==> src/rtl/mmu_memory_arbiter_pkg.sv <==
// Shared definitions for the MMU memory arbiter: requester IDs, default tag depth, arbiter states.
package mmu_memory_arbiter_pkg;

    localparam int TAG_DEPTH_DEFAULT   = 8;
    localparam int TAG_DEPTH_N_DEFAULT = 3;

    typedef enum logic {
        RQ_INST = 1'b0,
        RQ_DATA = 1'b1
    } rq_id_e;

    typedef enum logic {
        ARB_OPEN = 1'b0,
        ARB_HOLD = 1'b1
    } arb_state_e;

    function automatic logic [1:0] rq_onehot(input logic id);
        return id ? 2'b10 : 2'b01;
    endfunction

endpackage

==> src/rtl/mmu_memory_arbiter_tag_fifo.sv <==
// In-order tag FIFO of requester IDs for outstanding memory requests.
module mmu_memory_arbiter_tag_fifo
    import mmu_memory_arbiter_pkg::*;
#(
    parameter int P_TAG_DEPTH   = TAG_DEPTH_DEFAULT,
    parameter int P_TAG_DEPTH_N = TAG_DEPTH_N_DEFAULT
) (
    input  logic                   iCLOCK,
    input  logic                   inRESET,
    input  logic                   push,
    input  logic                   push_id,
    input  logic                   pop,
    output logic                   head_id,
    output logic                   full,
    output logic                   empty,
    output logic [P_TAG_DEPTH_N:0] count
);

    localparam logic [P_TAG_DEPTH_N:0] DEPTH_C = (P_TAG_DEPTH_N+1)'(P_TAG_DEPTH);

    logic [P_TAG_DEPTH-1:0]   mem_q;
    logic [P_TAG_DEPTH_N-1:0] wr_ptr_q;
    logic [P_TAG_DEPTH_N-1:0] rd_ptr_q;
    logic [P_TAG_DEPTH_N:0]   count_q;
    logic                     do_push;
    logic                     do_pop;

    assign full    = (count_q == DEPTH_C);
    assign empty   = (count_q == '0);
    assign count   = count_q;
    assign head_id = mem_q[rd_ptr_q];

    // A pop frees the head slot, so a push into a full FIFO is fine in the same cycle.
    assign do_pop  = pop && !empty;
    assign do_push = push && (!full || do_pop);

    always_ff @(posedge iCLOCK or negedge inRESET) begin
        if (!inRESET) begin
            mem_q    <= '0;
            wr_ptr_q <= '0;
            rd_ptr_q <= '0;
            count_q  <= '0;
        end else begin
            if (do_push) begin
                mem_q[wr_ptr_q] <= push_id;
                wr_ptr_q        <= wr_ptr_q + 1'b1;
            end
            if (do_pop) begin
                rd_ptr_q <= rd_ptr_q + 1'b1;
            end
            case ({do_push, do_pop})
                2'b10:   count_q <= count_q + 1'b1;
                2'b01:   count_q <= count_q - 1'b1;
                default: count_q <= count_q;
            endcase
        end
    end

endmodule

==> src/rtl/mmu_memory_arbiter.sv <==
// Two-requester (instruction/data MMU) memory arbiter with in-order response routing.
// Define MMU_MEMORY_ARBITER_RR_EN for round-robin tie-break; default is fixed data priority.
//
//  state    | meaning
//  ARB_OPEN | no pending stalled grant; arbitrate freely
//  ARB_HOLD | last grant was stalled by memory; re-grant hold_id_q unchanged
module mmu_memory_arbiter
    import mmu_memory_arbiter_pkg::*;
#(
    parameter int P_TAG_DEPTH   = TAG_DEPTH_DEFAULT,
    parameter int P_TAG_DEPTH_N = TAG_DEPTH_N_DEFAULT
) (
    input  logic        iCLOCK,
    input  logic        inRESET,
    input  logic [1:0]  iRQ_REQ,
    output logic [1:0]  oRQ_LOCK,
    input  logic [3:0]  iRQ_ORDER,
    input  logic [1:0]  iRQ_RW,
    input  logic [63:0] iRQ_ADDR,
    input  logic [63:0] iRQ_DATA,
    output logic [1:0]  oRQ_VALID,
    output logic [63:0] oRQ_DATA,
    output logic        oMEMORY_REQ,
    input  logic        iMEMORY_LOCK,
    output logic [1:0]  oMEMORY_ORDER,
    output logic        oMEMORY_RW,
    output logic [31:0] oMEMORY_ADDR,
    output logic [31:0] oMEMORY_DATA,
    input  logic        iMEMORY_VALID,
    input  logic [63:0] iMEMORY_DATA,
    output logic        oPROTOCOL_ERR
);

    localparam logic [P_TAG_DEPTH_N:0] DEPTH_C = (P_TAG_DEPTH_N+1)'(P_TAG_DEPTH);

    arb_state_e             state_q, state_d;
    logic                   hold_id_q, hold_id_d;
    logic                   grant_valid;
    logic                   grant_id;
    logic                   tie_winner;
    logic                   accept;
    logic                   resp_pop;
    logic                   tag_head;
    logic                   tag_full;
    logic                   tag_empty;
    logic [P_TAG_DEPTH_N:0] tag_count;
    logic                   err_q;

`ifdef MMU_MEMORY_ARBITER_RR_EN
    logic rr_last_q;

    assign tie_winner = ~rr_last_q;

    always_ff @(posedge iCLOCK or negedge inRESET) begin
        if (!inRESET) begin
            rr_last_q <= RQ_INST;
        end else if (accept) begin
            rr_last_q <= grant_id;
        end
    end
`else
    assign tie_winner = RQ_DATA;
`endif

    always_ff @(posedge iCLOCK or negedge inRESET) begin
        if (!inRESET) begin
            state_q   <= ARB_OPEN;
            hold_id_q <= RQ_INST;
        end else begin
            state_q   <= state_d;
            hold_id_q <= hold_id_d;
        end
    end

    always_comb begin
        grant_valid = 1'b0;
        grant_id    = RQ_INST;
        state_d     = ARB_OPEN;
        hold_id_d   = hold_id_q;
        // Grant uses the pre-pop full flag; a same-cycle response does not open a slot.
        if (!tag_full) begin
            if (state_q == ARB_HOLD && iRQ_REQ[hold_id_q]) begin
                grant_valid = 1'b1;
                grant_id    = hold_id_q;
            end else if (iRQ_REQ == 2'b11) begin
                grant_valid = 1'b1;
                grant_id    = tie_winner;
            end else if (iRQ_REQ[1]) begin
                grant_valid = 1'b1;
                grant_id    = RQ_DATA;
            end else if (iRQ_REQ[0]) begin
                grant_valid = 1'b1;
                grant_id    = RQ_INST;
            end
        end
        if (grant_valid && iMEMORY_LOCK) begin
            state_d   = ARB_HOLD;
            hold_id_d = grant_id;
        end
    end

    assign oMEMORY_REQ   = inRESET && grant_valid;
    assign oMEMORY_ORDER = grant_id ? iRQ_ORDER[3:2]  : iRQ_ORDER[1:0];
    assign oMEMORY_RW    = grant_id ? iRQ_RW[1]       : iRQ_RW[0];
    assign oMEMORY_ADDR  = grant_id ? iRQ_ADDR[63:32] : iRQ_ADDR[31:0];
    assign oMEMORY_DATA  = grant_id ? iRQ_DATA[63:32] : iRQ_DATA[31:0];

    assign accept = oMEMORY_REQ && !iMEMORY_LOCK;

    always_comb begin
        oRQ_LOCK = 2'b00;
        if (inRESET) begin
            oRQ_LOCK[0] = iMEMORY_LOCK || tag_full || (grant_valid && grant_id == RQ_DATA);
            oRQ_LOCK[1] = iMEMORY_LOCK || tag_full || (grant_valid && grant_id == RQ_INST);
        end
    end

    assign resp_pop  = inRESET && iMEMORY_VALID && !tag_empty;
    assign oRQ_VALID = resp_pop ? rq_onehot(tag_head) : 2'b00;
    assign oRQ_DATA  = iMEMORY_DATA;

    always_ff @(posedge iCLOCK or negedge inRESET) begin
        if (!inRESET) begin
            err_q <= 1'b0;
        end else if (iMEMORY_VALID && tag_empty) begin
            err_q <= 1'b1;
        end
    end

    assign oPROTOCOL_ERR = err_q;

    mmu_memory_arbiter_tag_fifo #(
        .P_TAG_DEPTH   (P_TAG_DEPTH),
        .P_TAG_DEPTH_N (P_TAG_DEPTH_N)
    ) u_tag_fifo (
        .iCLOCK  (iCLOCK),
        .inRESET (inRESET),
        .push    (accept),
        .push_id (grant_id),
        .pop     (resp_pop),
        .head_id (tag_head),
        .full    (tag_full),
        .empty   (tag_empty),
        .count   (tag_count)
    );

    a_count_full : assert property (@(posedge iCLOCK) disable iff (!inRESET)
        (tag_count <= DEPTH_C) && (tag_full == (tag_count == DEPTH_C)));

endmodule

==> config.mk <==
export PLATFORM = sky130hd
export DESIGN_NAME = mmu_memory_arbiter
export DESIGN_NICKNAME = d
export VERILOG_FILES = /design/src/rtl/mmu_memory_arbiter_pkg.sv /design/src/rtl/mmu_memory_arbiter_tag_fifo.sv /design/src/rtl/mmu_memory_arbiter.sv
export SDC_FILE = /design/constraint.sdc
export NUM_CORES = 1
export LEC_CHECK = 0
export ABC_AREA = 1
export CAP_MARGIN = 0
export CORE_AREA = 2 2 134 136
export DETAILED_ROUTE_END_ITERATION = 6
export DIE_AREA = 0 0 136 138
export PLACE_DENSITY = 0.57
export SLEW_MARGIN = 20
export SYNTH_ARGS = -nofsm -noshare
export SYNTH_HDL_FRONTEND = slang
export SYNTH_SLANG_ARGS = --single-unit
==> constraint.sdc <==
create_clock -name iCLOCK -period 2 [get_ports iCLOCK]
set_input_delay 0.2 -clock iCLOCK [delete_from_list [all_inputs] [get_ports iCLOCK]]
set_output_delay 0.2 -clock iCLOCK [all_outputs]
set_load 0.01 [all_outputs]
Word level (Yosys, flattened, before mapping):

Index checks and enable logic that the tools add are counted.

* logic and storage cells: 66
* bits in registers: 21
* input port bits: 204

* add/sub/neg operators: 4
* multiplexer cells: 25
* order comparisons: 4
* eq/ne operators: 4
* bitwise gates (word level): 1
* reduce and logical (&&, ||, !) cells: 21

Operators with widths (count)
* 32-bit two-way mux: 2
* 1-bit two-way mux: 15
* 1-bit logical AND: 12
* 8-bit bitwise mux: 1
* 3-bit by 4-bit less-than comparator with 1-bit output (second input constant): 2
* 2-bit two-way mux: 4
* 4-bit one-hot mux with 2 select lines: 1
* 3-bit by 1-bit adder with 3-bit output (second input constant): 2
* 4-bit by 1-bit adder with 4-bit output (second input constant): 1
* 2-bit == test (second input constant): 2
* 4-bit == test (second input constant): 1
* 4-bit zero test: 1
* 1-bit logical OR: 4
* 4-bit by 1-bit subtractor with 4-bit output (second input constant): 1
* 1-bit binary-select mux with 3-bit select: 1
* 1-bit demux with 3-bit select: 1
* 3-bit by 1-bit >= comparator with 1-bit output (second input constant): 1
* 1-bit zero test: 3
* 2-bit by 1-bit == test with 1-bit output (second input constant): 1
* 1-bit by 2-bit less-than comparator with 1-bit output (second input constant): 1
* 2-bit nonzero test: 1
* 1-bit NOT: 1

Logic depth before layout (Yosys ltp):

Gate-level depths: netlist (run 1).

* word-level depth: 10
* depth in mapped cells: 13
* gate-level depth less buffers: 13

Cells and area by module:

A second synthesis (run 1) with hierarchy kept.

* cell total of the unflattened synthesis: 429
* area, all modules: 2521.2 sq um

Modules (own cells, without submodules)
* mmu_memory_arbiter: cells an instance 311, instances 1, area an instance 1531.5 sq um
* mmu_memory_arbiter_tag_fifo: cells an instance 118, instances 1, area an instance 989.7 sq um

Least setup slack after synthesis (run 1):

No wires, ideal clock.

* path type: reg2reg
* start point: reg u_tag_fifo.count_q[1], in the netlist u_tag_fifo.count[1]
* end point: reg u_tag_fifo.count_q[2], in the netlist u_tag_fifo.count[2]
* clock period less this slack: 1.972 ns
* library setup time: 0.082 ns
* cell stages (with the launch flop): 13
* path slack: 0.028 ns
* arrival: 1.890 ns
* path through: dfrtp_1 nor2_4 nand2_1 nand3_1 inv_1 ha_1 nand2_1 inv_1 nor2_1 ha_1 a21oi_1 or2_2 a31oi_1

* longest elaborated chain between the ends: 8
* elaborated cells between the ends (all ways): 17
* those cells by class: add/sub (2); eq/ne (3); mux (2); reduce/logical (10)

RTL lines
* from (decl): RTL line mmu_memory_arbiter_tag_fifo.sv:24 `logic [P_TAG_DEPTH_N:0] count_q;`
* from (signal assigned): RTL line mmu_memory_arbiter_tag_fifo.sv:52 `2'b10: count_q <= count_q + 1'b1;`
* from (signal assigned): RTL line mmu_memory_arbiter_tag_fifo.sv:53 `2'b01: count_q <= count_q - 1'b1;`
* from (signal assigned): RTL line mmu_memory_arbiter_tag_fifo.sv:54 `default: count_q <= count_q;`
* 4-bit zero test (*): RTL line mmu_memory_arbiter_tag_fifo.sv:29 `assign empty = (count_q == '0);`
* 1-bit zero test (*): RTL line mmu_memory_arbiter_tag_fifo.sv:34, mmu_memory_arbiter.sv:118
* 1-bit logical AND: RTL line mmu_memory_arbiter.sv:118 `assign resp_pop = inRESET && iMEMORY_VALID && !tag_empty;`
* 1-bit logical AND (*): RTL line mmu_memory_arbiter_tag_fifo.sv:34 `assign do_pop = pop && !empty;`
* via u_tag_fifo.do_pop: RTL line mmu_memory_arbiter_tag_fifo.sv:26 `logic do_pop;`
* 1-bit logical OR: RTL line mmu_memory_arbiter_tag_fifo.sv:35 `assign do_push = push && (!full || do_pop);`
* 1-bit logical AND: RTL line mmu_memory_arbiter_tag_fifo.sv:35
* 2-bit by 1-bit == test with 1-bit output or 2-bit == test (tied branches): RTL line mmu_memory_arbiter_tag_fifo.sv:51 `case ({do_push, do_pop})`
* 4-bit one-hot mux with 2 select lines or 2-bit nonzero test (tied branches)

Mark *: on every way through the listed nets, which the timed path passes. The rest lies on a longest branch.
A chain may end at the register's enable or synchronous reset.

Worst setup path after layout (run 1):

* start point: reg u_tag_fifo.count_q[1], in the netlist u_tag_fifo.count[1]
* end point: out oMEMORY_DATA[23]

* longest elaborated chain between the ends: 3

RTL lines
* 4-bit == test: RTL line mmu_memory_arbiter_tag_fifo.sv:28 `assign full = (count_q == DEPTH_C);`
* 1-bit two-way mux: RTL line mmu_memory_arbiter.sv:81 `if (!tag_full) begin`
* 32-bit two-way mux: RTL line mmu_memory_arbiter.sv:106 `assign oMEMORY_DATA = grant_id ? iRQ_DATA[63:32] : iRQ_DATA[31:0];`
* to (decl): RTL line mmu_memory_arbiter.sv:28 `output logic [31:0] oMEMORY_DATA,`

Every way passes these cells.

==> flow_metrics.env, run 1 <==
export IMPL_syn_nets=650
export IMPL_cts_num_sinks=21
export IMPL_synth_area_mm2=0.002570
export IMPL_first_pass_iters=4
export IMPL_finalWeightedCongestion=0.7570
export IMPL_finalSetupViolations=3
export IMPL_crit_top_cell="buf_12"
export IMPL_p_sw_frac=0.4109
export IMPL_p_leak_nw=2.567
export IMPL_routed_top_layer="met4"
export IMPL_period_share=1.001
export IMPL_antenna_found_initial=0
export IMPL_ys_seq_area_frac=0.2045
export IMPL_grt_max_degree=24
export IMPL_cts_root_buf="clkbuf_16"
export IMPL_syn_avg_cell_area_um2=5.828
export IMPL_clk_pin_slew_ns=0.06
export IMPL_critPathLaunchType="register"
export IMPL_slew_violations=0
export IMPL_coreArea_mm2=0.01753
export IMPL_grt_overflow=0
export IMPL_internal_power_mw=2.250
export IMPL_ys_warn_count=0
export IMPL_vias_per_cell=3.692
export IMPL_setup_slack_ns=-0.002895
export IMPL_maxCapViolations=0
export IMPL_holdWs_ns=0.4000
export IMPL_finClkSkew_ns=0.003863
export IMPL_cp_end_kind="output port"
export IMPL_hold_violations=0
export IMPL_min_path_type="in -> out"
export IMPL_drc_errors=0
export IMPL_relSlewSlack=0.8251
export IMPL_synth_edf_count=0
export IMPL_initial_core_util=0.1466
export IMPL_setup_tns_ns=-0.006435
export IMPL_post_place_cells=822
export IMPL_tightest_slew_ns=0.2596
export IMPL_rows=49
export IMPL_failed_checks="negative setup slack"
export IMPL_ant_nets=0
export IMPL_grt_util_all_layers=0.1194
export IMPL_cts_tree="done"
export IMPL_vias=3160
export IMPL_power_frac_comb=0.687
export IMPL_finalNetCount=837
export IMPL_n_antenna_cell=0
export IMPL_synth_top_cell_area_share=0.3681
export IMPL_num_io_pins=341
export IMPL_cp_slowest_cell="dfrtp_1"
export IMPL_p_clk_frac=0.113
export IMPL_crit_path_max_fanout=5
export IMPL_cts_hold_buffers=0
export IMPL_numPortBuffers=212
export IMPL_grt_pass1_wl_um=17690
export IMPL_powerDensity_mw_per_mm2=753.3
export IMPL_sequentialPowerShare=0.201
export IMPL_rsz0062_at_grt="yes"
export IMPL_h_tree_depth=1
export IMPL_async_reset_ff_frac=1.000
export IMPL_wl_met1_um=4582
export IMPL_synth_cells=441
export IMPL_synthTopCellsByArea="nand2_1, dfrtp_1, buf_4, nor2_1, nand3_1"
export IMPL_ys_types=23
export IMPL_synth_top_flop_cell="dfrtp_1"
export IMPL_dp_hpwl_um=8054
export IMPL_crit_type="reg -> out"
export IMPL_numCtsBuffers=3
export IMPL_num_fill_cells=1942
export IMPL_fin_crit_ns=2.003
export IMPL_drive_gt1_frac=0.2392
export IMPL_insertion_delay_ns=0.25
export IMPL_area_growth_synth_to_final_pct=97.32
export IMPL_p_sw_mw=1.570
export IMPL_dieArea_mm2=0.01877
export IMPL_met3_length_um=991
export IMPL_die_w_um=136
export IMPL_critPathMaxStageDelay_ns=0.40
export IMPL_instances_no_fill=856
export IMPL_wirelength_um=11620
export IMPL_mostFrequentLayoutCells="nand2_1, clkdlybuf4s50_1, buf_2"
export IMPL_routedWlPerCell_um=13.57
export IMPL_post_route_util=0.2892
export IMPL_final_common_cell="nand2_1"
export IMPL_status="finished, violations left"
export IMPL_drt_iter0_drc=86
export IMPL_fmax_mhz=499.3
export IMPL_die_h_um=138
export IMPL_ir_drop_uv=324.6
export IMPL_grt_pass1_vias=3262
export IMPL_cp_cell_sequence="nor2_4 > nand3_4 > nand3_4 > buf_12 > buf_12 > buf_12 > buf_16 > buf_12 > nand2_2 > nand2_1 > buf_2"
export IMPL_clockBufferDepth=2
export IMPL_wl_met2_um=5967
export IMPL_ys_ff_latch=21
export IMPL_synth_top_cell_by_area="nand2_1"
export IMPL_required_ns=1.80
export IMPL_arrival_ns=1.80
## final timing paths
check	from	end	slack, ns	cells after the start
max	u_tag_fifo.count[1]$_DFFE_PN0P_	oMEMORY_DATA[23]	-0.003	11
min	iMEMORY_DATA[13]	oRQ_DATA[13]	0.40	0
max reg2reg	u_tag_fifo.count[1]$_DFFE_PN0P_	u_tag_fifo.count[2]$_DFFE_PN0P_	0.05	11
min reg2reg	oPROTOCOL_ERR$_DFFE_PN0P_	oPROTOCOL_ERR$_DFFE_PN0P_	0.47	1
max in group asynchronous	inRESET	u_tag_fifo.wr_ptr_q[0]$_DFFE_PN0P_	1.44	2
min in group asynchronous	inRESET	u_tag_fifo.mem_q[1]$_DFFE_PN0P_	0.41	2
## sequential cells by signal (all words and copies together), names as in the netlist
name,flops
u_tag_fifo.rd_ptr_q,3
u_tag_fifo.wr_ptr_q,3
u_tag_fifo.mem_q,8
hold_id_q,1
oPROTOCOL_ERR,1
state_q,1
u_tag_fifo.count,4
## cells by family after synthesis
family | count (synthesis) | synth area share
XOR/XNOR | 5 | 0.01704
AO/OA/AOI/OAI | 16 | 0.03408
buffers and inverters | 98 | 0.2610
AND/OR/NAND/NOR | 296 | 0.4591
adder cells (fa/ha/maj) | 5 | 0.02434
flip-flops | 21 | 0.2045
## layer usage
metal	vias to the layer above	GRT usage
met5	-	0
met4	0	0.01864
met3	8	0.03484
met2	155	0.2214
met1	1347	0.1361
li1	1650	-
## cell type report
| class | instances | area (µm²) | area share |
|---|---|---|---|
| inverter | 18 | 70.07 | 0.01382 |
| timing repair buffer | 262 | 2603 | 0.5132 |
| clock inverter | 1 | 5.005 | 0.0009869 |
| sequential | 21 | 525.5 | 0.1036 |
| multi-input combinational | 322 | 1506 | 0.2971 |
| tap | 229 | 286.5 | 0.05650 |
| clock buffer | 3 | 75.07 | 0.01480 |
## power by group through the flow
stage | logic (mW) | clock network (mW) | registers (mW)
2_1_floorplan | 1.25 | 0 | 0.754
3_3_place_gp | 2.22 | 0 | 0.780
3_5_place_dp | 2.23 | 0 | 0.781
4_1_cts | 2.53 | 0.441 | 0.767
5_1_grt | 2.92 | 0.455 | 0.796
6_report | 2.62 | 0.430 | 0.767
## Yosys cell counts (all sizes together) (2+ instances only)
| library cell | n |
|---|---|
| inv | 18 |
| dfrtp | 21 |
| a31oi | 3 |
| ha | 5 |
| buf | 79 |
| or2 | 2 |
| nand3 | 17 |
| nor2 | 24 |
| a21oi | 2 |
| xor2 | 3 |
| o21ai | 10 |
| nand2 | 252 |
| xnor2 | 2 |
## what timing repair did
| item | 4_1_cts | 5_1_grt |
|---|---|---|
| setup endpoints to repair | 71 | 57 |
| resized for setup | 252 | 42 |
| pin swaps | 18 | 15 |
| gates cloned | 7 | 1 |
| buffers inserted | 20 | 2 |
## stage by stage
stage	cell area (µm²)	setup slack (ns)	power, mW
after floorplan	2570	0.02774	2.000
after global placement	4551	-0.2588	3.000
after detailed placement	4551	-0.2669	3.006
after CTS	4882	-0.04852	3.738
after global routing	5071	-0.09176	4.173
final	5071	-0.002895	3.820
## worst max-delay path, delay by kind of cell (launching register included)
family | cells | cell delay (ns)
AND/OR/NAND/NOR | 5 | 0.43
flip-flops | 1 | 0.40
buffers and inverters | 6 | 0.70
Note: power is estimated with default switching activity, not from simulation.
==> run 2, diff against run 1 <==
--- a/config.mk
+++ b/config.mk
@@ -6,6 +6,7 @@
 export NUM_CORES = 1
 export LEC_CHECK = 0
 export ABC_AREA = 1
+export ABC_CLOCK_PERIOD_IN_PS = 2000
 export CAP_MARGIN = 0
 export CORE_AREA = 2 2 134 136
 export DETAILED_ROUTE_END_ITERATION = 6
==> results of run 2 <==
Same layout as run 1: the final DEF is identical, and so are final timing and power.
==> RTL change, RTL diff (settings of run 2) <==
Set the package constant `TAG_DEPTH_DEFAULT` to 16 (it was 8).
--- a/src/rtl/mmu_memory_arbiter_pkg.sv
+++ b/src/rtl/mmu_memory_arbiter_pkg.sv
@@ -3,3 +3,3 @@
 
-    localparam int TAG_DEPTH_DEFAULT   = 8;
+    localparam int TAG_DEPTH_DEFAULT   = 16;
     localparam int TAG_DEPTH_N_DEFAULT = 3;
Check against the original RTL: not equivalent (a bounded check fails within 4 cycles, from zero or initial values and one cycle with inRESET low).
==> RTL change against run 2 <==
Routed wire length is 5.7% lower; sequential cell count unchanged; cell area is 7.5% lower; worst setup slack better by 0.044 ns; utilization is 2.2 points lower; synthesized area increased by 0.24%; largest cell class unchanged; sequential share of layout area up 0.83 points; total power up 8.2%.
==> RTL change: results (changes against run 2) <==
WL per Instance - 13.1 µm (-3.8%)
filler instances - 2041 (+5.1%)
DP Worst Slack - -0.162 ns (+0.105 ns)
worst hold path class - in2async
post-route setup TNS - 0 ns (+0.00643 ns)
CP arrival - 1.76 ns (-0.04 ns)
Leak - 2.37 nW (-7.7%)
first-pass GRT wire length - 16600 µm (-6.4%)
Synth Instances - 438 (-0.68%)
main area contributors after synthesis - nand2_1, dfrtp_1, buf_4
largest net degree at the start of global routing - 30 (+25%)
FF-to-FF Start - u_tag_fifo.count[0]
dpl hpwl - 8760 µm (+8.8%)
initial drt markers - 101 (+17%)
syn_nets - 647 (-0.46%)
vias - 3067 (-2.9%)
DP Cell Count - 828 (+0.73%)
# nets final - 820 (-2.0%)
worst reg-to-reg path cell count - 12 (+1)
final std cells w/o fill - 839 (-2.0%)
All-Layer GR Usage - 0.111 (-0.00821)
sw frac - 0.440 (+0.0292)
RR Endpoint - u_tag_fifo.count[2]
crit path capture - oMEMORY_DATA[29]
FF-to-FF setup slack - 0.07 ns (+0.02 ns)
Seq/Total Area, Yosys - 0.204 (-0.000497)
YS warnings - 0 (unchanged)
outcome - completed
Fin Clk Skew - 0.00198 ns (-0.00188 ns)
share of layout cells above drive strength 1 - 0.161 (-0.0786)
vias in the first global route - 3184 (-2.4%)
Synth top cells by count - nand2_1, buf_4, dfrtp_1, nor2_1, inv_1
GP Congestion - 0.776 (+2.5%)
fin crit share - 0.979 (-0.0222)
Worst Tran Pin Value - 0.199 ns (-0.0602 ns)
Max rail drop VDD - 0.000287 V (-12%)
post-synthesis cell type count - 24 (+4.3%)
register with the most flip-flops - u_tag_fifo.mem_q
-- RTL change: changes by cell type in the layout (fill, tap and decap cells not counted), sizes merged, moves of 2 or more --
cell / delta
buf: -63
clkbuf: +42
clkdlybuf4s15: +16
dlygate4sd2: -9
nand2: -7
inv: +2
nand3b: +2
nor2: -2
o21ai: +2
-- RTL change: cell type report --
class,count,area (µm²),area share
inverters,20,80.1,0.0171
clock inverters,1,5.00,0.00107
well taps,229,287,0.0611
multi-input cells,317,1420,0.303
clock buffers,3,75.1,0.0160
repair buffers,248,2300,0.490
flip-flops and latches,21,526,0.112
-- RTL change: cells by family (layout without fill, tap and decap cells) --
family	count (synthesis)	after routing	share of synthesized area
AOI/OAI and AO/OA	17	17	0.0350
xor gates and xnor gates	7	7	0.0238
adders and majority gates	5	5	0.0243
buffers and inverters	100	272	0.266
DFF	21	21	0.204
and+or+nand+nor	288	288	0.447
-- RTL change: worst min-delay path by stage --
stage                           to  cells after the start
3_3_place_gp          oRQ_DATA[11]                      0
2_1_floorplan            hold_id_q                      0
6_report             oPROTOCOL_ERR                      2
3_5_place_dp          oRQ_DATA[11]                      0
5_1_grt              oPROTOCOL_ERR                      2
4_1_cts        u_tag_fifo.mem_q[1]                      2
-- RTL change: metal layers --
| layer | track usage | part of all wire | up-vias |
|---|---|---|---|
| met3 | 0.0466 | 0.11 | 31 |
| met2 | 0.194 | 0.49 | 145 |
| met4 | 0.0477 | 0.038 | 0 |
| met1 | 0.116 | 0.36 | 1281 |
| li1 | - | - | 1610 |
| met5 | 0 | 0 | - |
-- RTL change: metrics by stage --
stage               hold WS [ns]  utilization  cell area (µm²)
detailed placement         0.400        0.265             4640
global placement           0.400        0.265             4640
finish                     0.337        0.268             4690
CTS                        0.348        0.269             4720
floorplan                -0.0956            -             2580
global route               0.372        0.268             4690
-- RTL change: worst max-delay path, stage by stage, from the launching register on --
cell and delay, ns:
dfrtp_1 0.41, nor2_4 0.14, nand3_4 0.11, nand3_4 0.13, buf_12 0.12, clkbuf_16 0.14, buf_4 0.11, nand2_1 0.04
nand2_1 0.05, clkdlybuf4s15_1 0.24
-- RTL change: power groups by stage --
| stage | clock network [W] | registers (W) | logic, W |
|---|---|---|---|
| after floorplan | 0 | 0.000746 | 0.00160 |
| final | 0.000432 | 0.000773 | 0.00293 |
| after detailed placement | 0 | 0.000775 | 0.00298 |
| after CTS | 0.000442 | 0.000777 | 0.00284 |
| after global placement | 0 | 0.000775 | 0.00298 |
| after global routing | 0.000452 | 0.000805 | 0.00329 |
-- RTL change: repair_timing --
item | CTS | global route
resized for setup | 85 | 108
endpoints found under the hold margin | 0 | 0
pin swaps | 1 | 3
setup endpoints to repair | 73 | 59
gates cloned | 1 | 2
setup buffers | 2 | 2
